===== config.mk =====
export PLATFORM = sky130hd
export DESIGN_NAME = wb_daq_vector_reader
export DESIGN_NICKNAME = d
export VERILOG_FILES = /design/src/rtl/wb_daq_vector_reader_pkg.sv /design/src/rtl/wb_daq_vector_reader.sv
export SDC_FILE = /design/constraint.sdc
export NUM_CORES = 1
export LEC_CHECK = 0
export CAP_MARGIN = 10
export CORE_ASPECT_RATIO = 0.9
export CORE_MARGIN = 1
export CORE_UTILIZATION = 59
export CTS_CLUSTER_DIAMETER = 50
export DETAILED_ROUTE_END_ITERATION = 6
export GPL_TIMING_DRIVEN = 0
export HOLD_SLACK_MARGIN = 0.05
export PLACE_DENSITY = 0.82
export SYNTH_ARGS = -nofsm -noshare
export SYNTH_HDL_FRONTEND = slang
export SYNTH_SLANG_ARGS = --single-unit

===== constraint.sdc =====
create_clock -name wb_clk -period 10.2 [get_ports wb_clk]
set_input_delay 3.06 -clock wb_clk [delete_from_list [all_inputs] [get_ports wb_clk]]
set_output_delay 3.06 -clock wb_clk [all_outputs]
set_load 0.02 [all_outputs]

===== src/rtl/wb_daq_vector_reader_pkg.sv =====
// Shared types and descriptor layout for the DAQ vector reader.
package wb_daq_vector_reader_pkg;

  localparam int unsigned CNT_W = 16;

  // Descriptor word offsets; the DAQ write-side master uses the same layout.
  localparam int unsigned VECTOR_READ_POINTER_OFFSET  = 32'h0;
  localparam int unsigned VECTOR_WRITE_POINTER_OFFSET = 32'h4;
  localparam int unsigned VECTOR_START_ADDRESS_OFFSET = 32'h8;
  localparam int unsigned VECTOR_END_ADDRESS_OFFSET   = 32'hC;

  typedef enum logic [3:0] {
    S_IDLE,
    S_RD_RPTR,
    S_RD_WPTR,
    S_RD_START,
    S_RD_END,
    S_CALC,
    S_READ,
    S_PUSH,
    S_WR_RPTR,
    S_ERROR,
    S_DONE
  } state_e;

endpackage


===== src/rtl/wb_daq_vector_reader.sv =====
// Wishbone master draining DAQ samples from a circular vector buffer.
// Optional feature: WB_DAQ_READER_RETRY_EN (reissue on wb_rty_i up to MAX_RETRY).
module wb_daq_vector_reader
  import wb_daq_vector_reader_pkg::*;
#(
  parameter int unsigned dw        = 32,
  parameter int unsigned aw        = 32,
  parameter int unsigned MAX_RETRY = 3
) (
  input  logic             wb_clk,
  input  logic             wb_rst,
  output logic [aw-1:0]    wb_adr_o,
  output logic [dw-1:0]    wb_dat_o,
  output logic [3:0]       wb_sel_o,
  output logic             wb_we_o,
  output logic             wb_cyc_o,
  output logic             wb_stb_o,
  output logic [2:0]       wb_cti_o,
  output logic [1:0]       wb_bte_o,
  input  logic [dw-1:0]    wb_dat_i,
  input  logic             wb_ack_i,
  input  logic             wb_err_i,
  input  logic             wb_rty_i,
  input  logic             start,
  input  logic [aw-1:0]    address,
  input  logic [CNT_W-1:0] count,
  output logic [dw-1:0]    out_data,
  output logic             out_valid,
  input  logic             out_ready,
  output logic             busy,
  output logic             done,
  output logic             error,
  output logic [CNT_W-1:0] words_read
);

`ifdef WB_DAQ_READER_RETRY_EN
  localparam bit RetryEn = 1'b1;
`else
  localparam bit RetryEn = 1'b0;
`endif
  localparam int unsigned RTRY_W = $clog2(MAX_RETRY + 2);

  state_e               state_q, state_d;
  logic [aw-1:0]        adr_q, adr_d;
  logic [dw-1:0]        dat_q, dat_d;
  logic                 we_q, we_d;
  logic                 cyc_q, cyc_d;
  logic [aw-1:0]        base_q, base_d;
  logic [CNT_W-1:0]     count_q, count_d;
  logic [aw-1:0]        rd_q, rd_d;
  logic [aw-1:0]        wr_q, wr_d;
  logic [aw-1:0]        start_q, start_d;
  logic [aw-1:0]        end_q, end_d;
  logic [CNT_W-1:0]     xfer_q, xfer_d;
  logic [CNT_W-1:0]     words_q, words_d;
  logic [dw-1:0]        out_data_q, out_data_d;
  logic                 out_valid_q, out_valid_d;
  logic                 busy_q, busy_d;
  logic                 done_q, done_d;
  logic                 error_q, error_d;
  logic [RTRY_W-1:0]    retry_q, retry_d;

  logic                 acc_en_c;
  logic [aw-1:0]        acc_adr_c;
  logic [dw-1:0]        acc_dat_c;
  logic                 acc_we_c;
  logic [aw-1:0]        ring_words_c;
  logic [aw-1:0]        avail_c;
  logic [CNT_W-1:0]     avail_sat_c;
  logic [CNT_W-1:0]     xfer_c;
  logic [aw-1:0]        rd_inc_c;
  logic [CNT_W-1:0]     words_inc_c;

  assign wb_adr_o   = adr_q;
  assign wb_dat_o   = dat_q;
  assign wb_we_o    = we_q;
  assign wb_cyc_o   = cyc_q;
  assign wb_stb_o   = cyc_q;
  assign wb_sel_o   = {4{cyc_q}};
  assign wb_cti_o   = 3'b000;
  assign wb_bte_o   = 2'b00;
  assign out_data   = out_data_q;
  assign out_valid  = out_valid_q;
  assign busy       = busy_q;
  assign done       = done_q;
  assign error      = error_q;
  assign words_read = words_q;

  // Address, direction and write data of the access owned by the current state.
  always_comb begin
    acc_en_c  = 1'b1;
    acc_adr_c = rd_q;
    acc_dat_c = '0;
    acc_we_c  = 1'b0;
    unique case (state_q)
      S_RD_RPTR:  acc_adr_c = base_q + aw'(VECTOR_READ_POINTER_OFFSET);
      S_RD_WPTR:  acc_adr_c = base_q + aw'(VECTOR_WRITE_POINTER_OFFSET);
      S_RD_START: acc_adr_c = base_q + aw'(VECTOR_START_ADDRESS_OFFSET);
      S_RD_END:   acc_adr_c = base_q + aw'(VECTOR_END_ADDRESS_OFFSET);
      S_READ:     acc_adr_c = rd_q;
      S_WR_RPTR: begin
        acc_adr_c = base_q + aw'(VECTOR_READ_POINTER_OFFSET);
        acc_dat_c = dw'(rd_q);
        acc_we_c  = 1'b1;
      end
      default:    acc_en_c  = 1'b0;
    endcase
  end

  // Occupancy of the ring and the transfer length, saturated to 16 bits.
  always_comb begin
    ring_words_c = ((end_q - start_q) >> 2) + aw'(1);
    avail_c      = (wr_q >= rd_q) ? ((wr_q - rd_q) >> 2)
                                  : (ring_words_c - ((rd_q - wr_q) >> 2));
    avail_sat_c  = (avail_c > aw'(16'hFFFF)) ? 16'hFFFF : avail_c[CNT_W-1:0];
    xfer_c       = (count_q < avail_sat_c) ? count_q : avail_sat_c;
    rd_inc_c     = rd_q + aw'(4);
    words_inc_c  = words_q + CNT_W'(1);
  end

  // Next-state logic: bus handshake, descriptor fetch, streaming and writeback.
  always_comb begin
    state_d     = state_q;
    adr_d       = adr_q;
    dat_d       = dat_q;
    we_d        = we_q;
    cyc_d       = cyc_q;
    base_d      = base_q;
    count_d     = count_q;
    rd_d        = rd_q;
    wr_d        = wr_q;
    start_d     = start_q;
    end_d       = end_q;
    xfer_d      = xfer_q;
    words_d     = words_q;
    out_data_d  = out_data_q;
    out_valid_d = out_valid_q;
    busy_d      = busy_q;
    error_d     = error_q;
    retry_d     = retry_q;
    done_d      = 1'b0;

    if (acc_en_c) begin
      if (!cyc_q) begin
        cyc_d = 1'b1;
        adr_d = acc_adr_c;
        dat_d = acc_dat_c;
        we_d  = acc_we_c;
      end else if (wb_ack_i) begin
        cyc_d   = 1'b0;
        we_d    = 1'b0;
        retry_d = '0;
        unique case (state_q)
          S_RD_RPTR:  begin rd_d    = aw'(wb_dat_i); state_d = S_RD_WPTR;  end
          S_RD_WPTR:  begin wr_d    = aw'(wb_dat_i); state_d = S_RD_START; end
          S_RD_START: begin start_d = aw'(wb_dat_i); state_d = S_RD_END;   end
          S_RD_END:   begin end_d   = aw'(wb_dat_i); state_d = S_CALC;     end
          S_READ: begin
            out_data_d  = wb_dat_i;
            out_valid_d = 1'b1;
            state_d     = S_PUSH;
          end
          default:    state_d = S_DONE;
        endcase
      end else if (wb_err_i || wb_rty_i) begin
        cyc_d = 1'b0;
        we_d  = 1'b0;
        // A retry drops the cycle and the same state reissues the access.
        if (RetryEn && wb_rty_i && !wb_err_i && (retry_q < RTRY_W'(MAX_RETRY))) begin
          retry_d = retry_q + RTRY_W'(1);
        end else begin
          retry_d = '0;
          state_d = S_ERROR;
        end
      end
    end

    unique case (state_q)
      S_IDLE: begin
        if (start) begin
          base_d  = address;
          count_d = count;
          words_d = '0;
          error_d = 1'b0;
          retry_d = '0;
          busy_d  = 1'b1;
          state_d = S_RD_RPTR;
        end
      end
      S_CALC: begin
        xfer_d  = xfer_c;
        state_d = (xfer_c == '0) ? S_DONE : S_READ;
      end
      S_PUSH: begin
        if (out_valid_q && out_ready) begin
          out_valid_d = 1'b0;
          rd_d        = (rd_inc_c > end_q) ? start_q : rd_inc_c;
          words_d     = words_inc_c;
          state_d     = (words_inc_c < xfer_q) ? S_READ : S_WR_RPTR;
        end
      end
      S_ERROR: begin
        error_d = 1'b1;
        state_d = S_DONE;
      end
      S_DONE: begin
        busy_d  = 1'b0;
        state_d = S_IDLE;
      end
      default: ;
    endcase

    done_d = (state_d == S_DONE);
  end

  // State and output registers; reset drops the bus cycle immediately.
  always_ff @(posedge wb_clk or negedge wb_rst) begin
    if (!wb_rst) begin
      state_q     <= S_IDLE;
      adr_q       <= '0;
      dat_q       <= '0;
      we_q        <= 1'b0;
      cyc_q       <= 1'b0;
      base_q      <= '0;
      count_q     <= '0;
      rd_q        <= '0;
      wr_q        <= '0;
      start_q     <= '0;
      end_q       <= '0;
      xfer_q      <= '0;
      words_q     <= '0;
      out_data_q  <= '0;
      out_valid_q <= 1'b0;
      busy_q      <= 1'b0;
      done_q      <= 1'b0;
      error_q     <= 1'b0;
      retry_q     <= '0;
    end else begin
      state_q     <= state_d;
      adr_q       <= adr_d;
      dat_q       <= dat_d;
      we_q        <= we_d;
      cyc_q       <= cyc_d;
      base_q      <= base_d;
      count_q     <= count_d;
      rd_q        <= rd_d;
      wr_q        <= wr_d;
      start_q     <= start_d;
      end_q       <= end_d;
      xfer_q      <= xfer_d;
      words_q     <= words_d;
      out_data_q  <= out_data_d;
      out_valid_q <= out_valid_d;
      busy_q      <= busy_d;
      done_q      <= done_d;
      error_q     <= error_d;
      retry_q     <= retry_d;
    end
  end

endmodule


==> metrics.yaml <==
outcome:
  status: "complete, but fails checks"
  violations: "design-rule violations"
place:
  place_congestion: 1.000
  dp_hpwl_mm: 65.73
  port-buffer-count: 209
clock_tree:
  ctsResizeCount: 0
  clk_pin_slew_ps: 60
  clock_sinks: 314
  cts-root-buf: "clkbuf_16"
  holdBufCountCts: 0
  cts_buffers: 40
  cts_tree: "done"
  cts_buffer_depth: 3
  post-cts-setup-buffers: 0
  clkLatencyLatePin_ps: 570
  cts.htree.levels: 2
global_route:
  grt_use_met2_pct: 58.94
  gr-usage-met3_pct: 9.496
  grt_max_degree: 124
  grt.overflow.total: 0
  grtUsageTotal_pct: 42.03
  grt_use_met1_pct: 60.32
  grt_pass1_vias: 21730
  antenna_found_initial: 4
  grt_pass1_wl_mm: 127.7
  top_usage_layer: "met1"
synth:
  yosysSeqAreaShare_pct: 33.49
  synthFlopType: "dfrtp_1"
  netlist_area_mm2: 0.02346
  yosysWarnings: 0
  synthCells: 2639
  ys_ff_latch: 314
  synthDistinctLibCells: 88
  syn_avg_cell_area_um2: 8.890
  postSynth.asyncResetShare_pct: 100.0
  synth-edff-count: 0
power_and_ir_drop:
  swShare_pct: 23.94
  leakage_nw: 13.13
  p_total_w: 0.002765
  p_switching_w: 0.0006619
  power_per_cell_area_mw_per_mm2: 99.87
  p_clk_share_pct: 52.1
  p_int_w: 0.002103
  peakVddDrop_uv: 112.8
  comb_power_share_pct: 2.8
  seqPwrFrac_pct: 45.0
die:
  start_util_pct: 60.47
  dieArea_mm2: 0.04057
  fp.dieH_um: 191.2
  num_rows: 68
  fp.dieW_um: 212.2
  core_mm2: 0.03880
  pin_count: 215
flow_run:
  cap_violations: 0
sta:
  skew_ps: 15.57
  final_hold_viol_count: 0
  max_slew_margin_pct: 14.35
  worst_slew_pin_slew_ps: 1285
  setup_viol: 0
  clock.fmax_ghz: 0.1029
  drv_slew: 0
  period_share_pct: 95.32
  finalSetupTns_ps: 0
  rsz0062_at_grt: "false"
  min_period_ps: 9722
route:
  routed_wl_mm: 85.41
  dr.first_iter.drc_count: 2761
  drtAntennaViolNets: 0
  drt_first_pass_iters: 7
  vias_per_cell: 6.557
  vias: 22660
  avgRoutedWirePerCell_um: 24.71
  drc: 11
layout:
  seqCellArea_mm2: 0.007858
  fill_cells: 3033
  multi_input_area_mm2: 0.01430
  layout-drive-gt1-share_pct: 10.48
  final_cell_mix: "314 x dfrtp_1, 261 x nand2_1, 218 x ha_1, 208 x o21ai_0, 208 x clkdlybuf4s50_1"
  layout.nets: 3207
  final_common_cell: "dfrtp_1"
  area_delta_synth_final_pct: 18.02
min_path:
  min_path_type: "register to register"
  min_from: "wb_adr_o[15]"
  min_path_cells: 2
worst_setup_path:
  crit_slowest_cell: "o21ai_0"
  worstReg2RegStart: "start_q[1]"
  critPathTopFamily: "compound AO/OA/AOI/OAI gates"
  required_ps: 10640
  path_max_fanout: 10
  startpoint: "start_q[1]"
  cp.buffers_inverters: 4
  cp_common_cell: "a21oi_1"
  crit_type: "register to register"
  cp-end-kind: "register"
  reg2reg_depth: 38
  critPathLaunchType: "register"
  slowest_delay_ps: 720
  arrival_ps: 10170
  cp.depth: 38
registers in the layout, indices dropped and copies added, names as in the netlist, 32 cells and up:
signal / flops
base_q: 32
end_q: 32
out_data: 32
rd_q: 32
start_q: 32
wb_adr_o: 32
wb_dat_o: 32
wr_q: 32
power by group through the flow:
stage	Sequential [W]	Clock, W	Combinational, W
6_report	0.00125	0.00144	0.0000787
5_1_grt	0.00124	0.00150	0.0000853
4_1_cts	0.00125	0.00144	0.0000792
3_5_place_dp	0.00127	0	0.0000790
3_3_place_gp	0.00127	0	0.0000742
2_1_floorplan	0.00127	0	0.00000490
cell usage after synthesis (15+ instances only):
cell type / n / area, um^2
dfrtp_1: 314 / 7858
nand2_1: 261 / 979.7
ha_1: 218 / 2728
o21ai_0: 208 / 1041
inv_1: 190 / 713.2
nor2_1: 154 / 578.1
a21oi_1: 142 / 710.7
mux2_2: 136 / 1531
clkbuf_1: 109 / 409.1
xnor2_1: 97 / 849.6
nand3_1: 78 / 390.4
nor3_1: 66 / 330.3
a21o_1: 56 / 420.4
xor2_1: 48 / 420.4
mux2i_1: 42 / 420.4
a221oi_1: 37 / 324.1
o21a_1: 36 / 270.3
a22o_1: 32 / 280.3
nand4_1: 32 / 200.2
nand2b_1: 30 / 187.7
a31oi_1: 23 / 143.9
and3_1: 23 / 143.9
a211oi_1: 20 / 150.1
and2_1: 16 / 100.1
o21bai_1: 16 / 120.1
buf_2: 15 / 75.07
nor2b_1: 15 / 93.84
final timing paths:
check | endpoint | slack, ps
hold / removal | wb_adr_o[15] | 480
setup reg to reg | state_q[2] | 480
max in group asynchronous | out_data[3] | 6140
min in group asynchronous | wr_q[28] | 2470
setup / recovery | state_q[2] | 480
hold reg to reg | wb_adr_o[15] | 480
layout make-up:
class,count,share of cell area (%)
diodes,1,0.009038
plain buffers,144,2.296
clock buffers,49,4.031
clock inverters,24,0.8496
inverters,190,2.576
multi-input cells,1995,51.63
flip-flops and latches,314,28.38
well taps,525,2.372
repair buffers,214,7.858
per-layer routing:
metal | routed length (um) | share of wire, %
met5 | 13 | 0.015
met4 | 4418 | 5.2
met3 | 10190 | 12
met2 | 34740 | 41
met1 | 36050 | 42
cells by family (layout without fill, tap and decap cells):
group           count (synthesis)  after routing  share of synthesized area [%]
xor+xnor                      145            145                          5.413
mux                           178            178                          8.320
simple gates                  730            730                          14.48
other cells                     1              6                        0.01598
flops                         314            314                          33.49
compound gates                716            716                          20.65
buf+inv                       334            621                          5.744
fa+ha+maj                     221            221                          11.88
metrics by stage:
stage / hold WS (ps) / cells / setup slack, ps / cell area (um^2) / utilization, %
2_1_floorplan: 444.4 / 2643 / 2657 / 23480 / -
3_3_place_gp: 468.1 / 3377 / -7307 / 26220 / 67.59
3_5_place_dp: 469.9 / 3380 / 598.2 / 26310 / 67.80
4_1_cts: 486.7 / 3453 / 550.8 / 27660 / 71.28
5_1_grt: 510.9 / 3455 / 10.75 / 27690 / 71.36
6_report: 484.3 / 3456 / 477.5 / 27690 / 71.37
worst register-to-register path, delay by kind of cell, from the launching register on:
family                     cells  cell delay (ps)
adders and majority gates      4             1040
xor gates and xnor gates       1              260
AOI/OAI and AO/OA             22             5850
and+or+nand+nor                7             1570
buffers and inverters          4              530
DFF                            1              350
No activity file was read; power rests on OpenSTA's default activity.
